--- config.mk ---
export PLATFORM = sky130hd
export DESIGN_NAME = sdf_fft_stage
export DESIGN_NICKNAME = d
export VERILOG_FILES = /design/src/rtl/sdf_fft_stage.sv
export SDC_FILE = /design/constraint.sdc
export NUM_CORES = 2
export LEC_CHECK = 0
export CORE_MARGIN = 10
export CORE_UTILIZATION = 60
export DETAILED_ROUTE_END_ITERATION = 8
export PLACE_DENSITY = 0.8
export SLEW_MARGIN = 20
export SYNTH_ARGS = -nofsm -noshare
export SYNTH_HDL_FRONTEND = slang
export SYNTH_SLANG_ARGS = --single-unit
export TNS_END_PERCENT = 10
--- constraint.sdc ---
create_clock -name clk -period 14.05 [get_ports clk]
set_clock_uncertainty 0.15 [all_clocks]
set_input_delay 1.405 -clock clk [delete_from_list [all_inputs] [get_ports clk]]
set_output_delay 1.405 -clock clk [all_outputs]
set_load 0.1 [all_outputs]
--- src/rtl/sdf_fft_stage.sv ---
// sdf_fft_stage: radix-2 single-path delay-feedback DIF FFT stage on a valid-qualified complex stream.
//   clk                   clock, all state changes on rising edge
//   clear                 synchronous active-high reset; also latches inv into inv_q
//   inv                   1 = inverse transform (twiddle conjugated), sampled while clear=1
//   in_valid/in_re/in_im  input sample strobe and data
//   tw_addr               twiddle index n = low bits of the sample counter
//   tw_re/tw_im           same-cycle ROM response: cos(2*pi*n/2D), -sin(2*pi*n/2D), 1.0 = 2^(TW_W-2)
//   out_valid/out_re/out_im registered output strobe and data
module sdf_fft_stage #(
  parameter int W = 16,
  parameter int LOG2_DEPTH = 2,
  parameter int TW_W = 16,
  parameter int SCALE = 1
) (
  input  logic                  clk,
  input  logic                  clear,
  input  logic                  inv,
  input  logic                  in_valid,
  input  logic signed [W-1:0]   in_re,
  input  logic signed [W-1:0]   in_im,
  output logic [LOG2_DEPTH-1:0] tw_addr,
  input  logic signed [TW_W-1:0] tw_re,
  input  logic signed [TW_W-1:0] tw_im,
  output logic                  out_valid,
  output logic signed [W-1:0]   out_re,
  output logic signed [W-1:0]   out_im
);
  localparam int D = 1 << LOG2_DEPTH;
  localparam int PW = W + TW_W + 3;
  localparam logic [LOG2_DEPTH:0] DV = {1'b1, {LOG2_DEPTH{1'b0}}};
  localparam logic signed [PW-1:0] MAXV = {{(PW-W+1){1'b0}}, {(W-1){1'b1}}};
  localparam logic signed [PW-1:0] MINV = ~MAXV;
  function automatic logic signed [W-1:0] sat(input logic signed [PW-1:0] x);
    return x > MAXV ? MAXV[W-1:0] : x < MINV ? MINV[W-1:0] : x[W-1:0];
  endfunction
  function automatic logic signed [W-1:0] bfly(input logic signed [PW-1:0] x);
    return sat(SCALE != 0 ? x >>> 1 : x);
  endfunction
  logic [LOG2_DEPTH:0] cnt_q, cnt_d;
  logic primed_q, primed_d, inv_q;
  logic signed [W:0] dre_q [D];
  logic signed [W:0] dim_q [D];
  logic out_valid_q;
  logic signed [W-1:0] out_re_q, out_im_q, out_re_d, out_im_d;
  logic signed [PW-1:0] dr, di, xr, xi, tr, ti, mr, mi;
  logic signed [W-1:0] sr, si, fr, fi;
  logic signed [W:0] push_re, push_im;
  logic acc, ph, emit;
  assign acc = in_valid & ~clear;
  assign ph = cnt_q[LOG2_DEPTH];
  assign tw_addr = cnt_q[LOG2_DEPTH-1:0];
  assign dr = PW'(dre_q[D-1]);
  assign di = PW'(dim_q[D-1]);
  assign xr = PW'(in_re);
  assign xi = PW'(in_im);
  assign tr = PW'(tw_re);
  assign ti = inv_q ? -PW'(tw_im) : PW'(tw_im);
  assign mr = (dr * tr - di * ti) >>> (TW_W - 2);
  assign mi = (dr * ti + di * tr) >>> (TW_W - 2);
  assign sr = bfly(dr + xr);
  assign si = bfly(di + xi);
  assign fr = bfly(dr - xr);
  assign fi = bfly(di - xi);
  // Phase 1 feeds back the scaled difference; phase 0 stores the raw input for the next butterfly.
  assign push_re = ph ? (W+1)'(fr) : (W+1)'(in_re);
  assign push_im = ph ? (W+1)'(fi) : (W+1)'(in_im);
  // The delay line holds no real data until the first phase-1 sample of a fresh stream.
  assign emit = acc & (primed_q | cnt_q == DV);
  assign out_re_d = ph ? sr : sat(mr);
  assign out_im_d = ph ? si : sat(mi);
  assign cnt_d = acc ? cnt_q + (LOG2_DEPTH+1)'(1) : cnt_q;
  assign primed_d = primed_q | emit;
  always_ff @(posedge clk) begin
    if (clear) begin
      cnt_q <= '0;
      primed_q <= 1'b0;
      inv_q <= inv;
      out_valid_q <= 1'b0;
      out_re_q <= '0;
      out_im_q <= '0;
      for (int i = 0; i < D; i++) begin
        dre_q[i] <= '0;
        dim_q[i] <= '0;
      end
    end else begin
      cnt_q <= cnt_d;
      primed_q <= primed_d;
      out_valid_q <= emit;
      if (emit) begin
        out_re_q <= out_re_d;
        out_im_q <= out_im_d;
      end
      if (acc) begin
        dre_q[0] <= push_re;
        dim_q[0] <= push_im;
        for (int i = 1; i < D; i++) begin
          dre_q[i] <= dre_q[i-1];
          dim_q[i] <= dim_q[i-1];
        end
      end
    end
  end
  assign out_valid = out_valid_q;
  assign out_re = out_re_q;
  assign out_im = out_im_q;
endmodule

## Word level (Yosys, flattened, before mapping)

Memories as Yosys holds them, arrays and structs flattened.
Cells that the tools add are included.

| operators by class | value |
|---|---|
| add/subtract/negate cells | 8 |
| $mul | 4 |
| div/mod/pow operators | 0 |
| $lt $le $gt $ge | 12 |
| eq/ne operators | 1 |
| shift operators | 0 |
| muxes and demuxes | 30 |
| bitwise gates (word level) | 13 |
| reductions and logical operators | 0 |

Operators by type and width:

| operator | number |
|---|---|
| 2-to-1 mux 16 bit | 14 |
| 2-to-1 mux 17 bit | 10 |
| multiplier 17 x 35 -> 35 bit | 2 |
| greater-than comparator 17 x 16 -> 1 bit, second input constant | 4 |
| < comparator 17 x 16 -> 1 bit, second input constant | 4 |
| multiplier 17 x 16 -> 33 bit | 2 |
| greater-than comparator 21 x 16 -> 1 bit, second input constant | 2 |
| < comparator 21 x 16 -> 1 bit, second input constant | 2 |
| adder 17 x 16 -> 18 bit | 2 |
| subtractor 17 x 16 -> 18 bit | 2 |
| adder 35 x 33 -> 35 bit | 1 |
| 2-to-1 mux 35 bit | 1 |
| negator 16 -> 35 bit | 1 |
| subtractor 33 x 35 -> 35 bit | 1 |
| OR 1 bit | 10 |
| 2-to-1 mux 1 bit | 5 |
| adder 3 x 1 -> 3 bit, second input constant | 1 |
| equality test 3 bit, second input constant | 1 |
| bitwise AND 1 bit | 2 |
| inverter 1 bit | 1 |

| word-level totals | value |
|---|---|
| register bits after elaboration | 38 |
| latch bits | 0 |
| bits in writable memories | 136 |
| bits in read-only memories | 0 |
| input bits | 68 |
| output and inout bits | 35 |
| memories kept | 2 |

Memories:

| memory | depth | width | read ports | clocked after memory_dff | wr ports | line | RTL |
|---|---|---|---|---|---|---|---|
| dim_q | 4 | 17 | 4 | 0 | 4 | 42 | `logic signed [W:0] dim_q [D];` |
| dre_q | 4 | 17 | 4 | 0 | 4 | 41 | `logic signed [W:0] dre_q [D];` |

## Depth between registers and ports, before layout

| depth | value |
|---|---|
| depth in word-level cells | 8 |
| mapped depth | 39 |

## Least setup slack after synthesis

OpenSTA, ideal clock, no wires.

| timing | value |
|---|---|
| path type | in2reg |
| from | input tw_im[11] |
| to | register out_im_q[12], in the netlist out_im[12] |
| data arrival time | 10.796 ns |
| setup slack | 2.990 ns |
| stages | 35 |
| buffers on the path | 1 |
| path through | or4_4 -> or4_4 -> nor2_4 -> nand2_1 -> ha_1 -> a21oi_1 -> clkbuf_1 -> nand2_1 -> fa_1 -> inv_1 -> fa_1 -> inv_1 -> fa_1 -> fa_1 -> inv_1 -> fa_1 -> inv_1 -> fa_1 -> inv_1 -> fa_1 -> inv_1 -> fa_1 -> inv_1 -> ha_1 -> nand2_1 -> or3b_2 -> a21boi_0 -> a211o_1 -> nand3_1 -> a21oi_1 -> nor4_1 -> or4_1 -> a211oi_2 -> o21ai_0 -> a2111oi_0 |

| on the way | value |
|---|---|
| word-level cells in the longest chain between the ends | 8 |

Ends and longest elaborated chain:

| what | line | RTL |
|---|---|---|
| start, declared | 23 | `input logic signed [TW_W-1:0] tw_im,` |
| negator 16 -> 35 bit | 57 | `assign ti = inv_q ? -PW'(tw_im) : PW'(tw_im);` |
| 2-to-1 mux 35 bit (*) | 57 |  |
| multiplier 17 x 35 -> 35 bit (*) | 59 | `assign mi = (dr * ti + di * tr) >>> (TW_W - 2);` |
| adder 35 x 33 -> 35 bit (*) | 59 |  |
| < comparator 21 x 16 -> 1 bit | 34 | `return x > MAXV ? MAXV[W-1:0] : x < MINV ? MINV[W-1:0] : x[W-1:0];` |
| 2-to-1 mux 16 bit | 34 |  |
| 2-to-1 mux 16 bit (*) | 34 |  |
| 2-to-1 mux 16 bit (*) | 70 | `assign out_im_d = ph ? si : sat(mi);` |
| end signal, assigned | 91 | `out_im_q <= out_im_d;` |
| end, declared | 44 | `logic signed [W-1:0] out_re_q, out_im_q, out_re_d, out_im_d;` |

Every way passes the cells marked *; elsewhere a longest branch is shown, timed or not.
A chain may end at the register's enable or synchronous reset.

## Worst setup path in the final report

| timing | value |
|---|---|
| from | input tw_im[9] |
| to | register out_im_q[2], in the netlist out_im[2] |

The elaborated chain is that of the path after synthesis.

==> impl_metrics.csv <==
group,metric,value,unit
yosys,synthCells,6205,
yosys,synth_area_per_cell,9.265,um^2
detailed_routing,ant_nets,0,
detailed_routing,drt_iter0_markers,3945,
timing,finalHoldViolCount,0,
worst_setup_path,startpoint,"tw_im[9]",
hold_path,hold_path_class,"reg2reg",
yosys,synth_edf_count,129,
global_route,grt_max_degree,102,
yosys,synth.distinct_cells,83,
floorplanning,initial_core_util,0.6051,
floorplanning,die_w,329.5,um
timing,tns,0,ns
detailed_routing,firstDrtPassIters,6,
floorplanning,row_count,113,
worst_setup_path,max_stage_delay,0.70,ns
layout,syn2layout_area_growth,4.918,%
worst_setup_path,cpMostUsedCell,"fa_1",
global_route,gr-total-overflow,0,
worst_setup_path,worstSetupStartpointType,"primary input",
worst_setup_path,path_class,"in2reg",
global_route,grt_pass1_vias,45100,
worst_setup_path,reg2reg_slack,2.79,ns
clock_network,path_clk_slew,0.07,ns
global_route,grt.total_usage,0.2964,
worst_setup_path,r2r_end,"out_im[2]",
timing,finalMaxSlewViolations,0,
timing,period_minus_slack,12.58,ns
layout,drive_above_1_share,0.02941,
clock_network,clock_latency,0.44,ns
clock_network,cts_setup_buffers,0,
detailed_routing,drc_errors,0,
clock_network,cts_root_buf,"clkbuf_16",
global_route,antenna_found_initial,11,
yosys,synth-seq-area-share,0.08026,
timing,max_slew.worst_pin.slew,1.124,ns
timing,max_freq,79.47,MHz
clock_network,cts_htree_levels,4,
yosys,ys_warn_count,0,
clock_network,cts.sinks,166,
timing,holdWs,0.3385,ns
global_route,grt_pass1_wl,248800,um
timing,rsz0062_at_grt,"false",
place,dpl.cell_count,7354,
yosys,syn_area,57490,um^2
floorplanning,dieArea,108600,um^2
yosys,ys.flop_type,"edfxtp_1",
yosys,async_flop_share,0,
worst_setup_path,critPathSlowestCell,"a211oi_2",
worst_setup_path,regToRegStartpoint,"inv_q",
floorplanning,core,95010,um^2
clock_network,cts-hold-fix-buffers,0,
clock_network,cts_resized,0,
detailed_routing,drt_wl_total,153100,um
clock_network,cts_buffers,17,
yosys,mappedNetlistNets,8024,
layout,num-fill-cells,7689,
worst_setup_path,crit_end,"out_im[2]",
layout,instances_no_fill,7388,
timing,fin_crit_sh,0.8956,
place,portBuffers,102,
detailed_routing,via_count,41430,
clock_network,cts_tree,"done",
status,status,"finished clean",
worst_setup_path,worst_setup_path_end_kind,"flip-flop",
floorplanning,ioPinCount,103,
run,cap_viol_max_count,0,
worst_setup_path,required,14.20,ns
floorplanning,die_y,329.5,um
detailed_routing,via_per_inst,5.608,
place,hpwl,122400,um
detailed_routing,avgRoutedWirePerCell,20.72,um
timing,slew_headroom,0.2506,
worst_setup_path,critPathArrivalTime,12.74,ns
worst_setup_path,ff2ff_path_depth,31,
layout,final_nets,7927,
worst_setup_path,crit_fanout,34,
place,globalplace.congestion,0.9391,
yosys,ys_ff_latch,166,
layout,fin_util,0.6349,
timing,setup_viol,0,
clock_network,clock_path_buffers,2,
==> through the flow <==
stage               setup slack, ns  area [um^2]
finish                        1.466        60320
floorplan                     2.990        57490
CTS                           1.622        60310
global placement              1.426        59730
global route                  1.052        60310
detailed placement            1.232        59730
==> critical path: cells and delay by family <==
| kind | cells | cell delay [ns] |
|---|---|---|
| AOI/OAI and AO/OA | 7 | 2.31 |
| adders and majority gates | 10 | 4.67 |
| and+or+nand+nor | 10 | 2.96 |
| buffers and inverters | 9 | 1.36 |
==> Yosys cell counts, types with 5 or more instances <==
cell       count  share of area
o21a_1        15         0.0020
or3_1         11         0.0012
a211oi_1      15         0.0020
and3_1         6        0.00065
inv_1       1693           0.11
o21bai_1      17         0.0022
a31oi_1        8        0.00087
a221oi_1      31         0.0047
dfxtp_1       37          0.013
a2111oi_0     11         0.0017
edfxtp_1     129          0.067
o31ai_1        8         0.0010
nor2_1       164          0.011
a2111oi_4      7         0.0034
ha_1         343          0.075
fa_1        1408           0.49
o21ai_0       48         0.0042
nand2b_1      44         0.0048
nor3_1        20         0.0017
a21oi_1       86         0.0075
and2_1       603          0.066
nor4_1         9        0.00098
o211ai_1      16         0.0021
o221ai_1       8         0.0012
a21o_1        27         0.0035
nor2b_1       36         0.0039
nand4_1        9        0.00098
xnor2_1      126          0.019
o22ai_1        5        0.00054
clkbuf_1     298          0.019
nand2_1      783          0.051
buf_1          6        0.00039
xor2_1        55         0.0084
nand3_1       25         0.0022
==> cell type report <==
class	instances	area [um^2]	area share
sequential	166	4614	0.07650
inverter	1698	6374	0.1057
clock buffer	22	485.5	0.008048
tap	1265	1583	0.02624
clock inverter	10	92.59	0.001535
antenna	2	5.005	0.00008297
multi-input combinational	4031	45450	0.7535
timing repair buffer	194	1714	0.02842
==> cell families (layout without fill, tap and decap cells) <==
family | count (synthesis) | count (layout) | synth area share
buffers and inverters | 2008 | 1924 | 0.1314
AO/OA/AOI/OAI | 350 | 350 | 0.04516
AND/OR/NAND/NOR | 1740 | 1740 | 0.1482
adder cells (fa/ha/maj) | 1751 | 1751 | 0.5649
XOR/XNOR | 185 | 185 | 0.02914
other | 0 | 2 | 0
multiplexers | 5 | 5 | 0.0009140
flip-flops | 166 | 166 | 0.08026
==> worst min path at each step <==
stage	start	to	slack, ns	cells after the start
after floorplan	primed_q	primed_q	0.29	2
after global placement	primed_q	primed_q	0.30	2
after detailed placement	out_im[9]	out_im[9]	0.33	2
after CTS	out_im[9]	out_im[9]	0.34	2
after global routing	out_im[13]	out_im[13]	0.37	2
final	out_im[9]	out_im[9]	0.34	2
==> per-layer routing <==
layer,global-route usage,share of wire,up-vias
li1,-,-,17660
met1,0.3867,0.37,21110
met2,0.4734,0.47,2198
met3,0.06847,0.11,440
met4,0.1289,0.055,20
met5,0,0.00078,-
==> sequential cells by signal, summed over array words and instances (netlist names) <==
| register | count |
|---|---|
| inv_q | 1 |
| dre_q | 64 |
| out_im | 16 |
| cnt_q | 3 |
| out_re | 16 |
| dim_q | 64 |
| out_valid | 1 |
| primed_q | 1 |
==> layout by cell type (no fill, tap or decap), types with 37 or more instances in the layout <==
cell type and count:
and2_1 603, nor2_1 164, a21oi_1 84, dfxtp_1 37
fa_1 1408, xor2_1 52, o21ai_0 47, xnor2_1 115
buf_4 91, inv_1 1693, nand2b_1 44, clkdlybuf4s50_1 100
nand2_1 783, edfxtp_1 129, ha_1 343
Power is left out: the tool's default activity adds up to more than one toggle a clock period on the data nets, which glitch-free logic cannot reach.
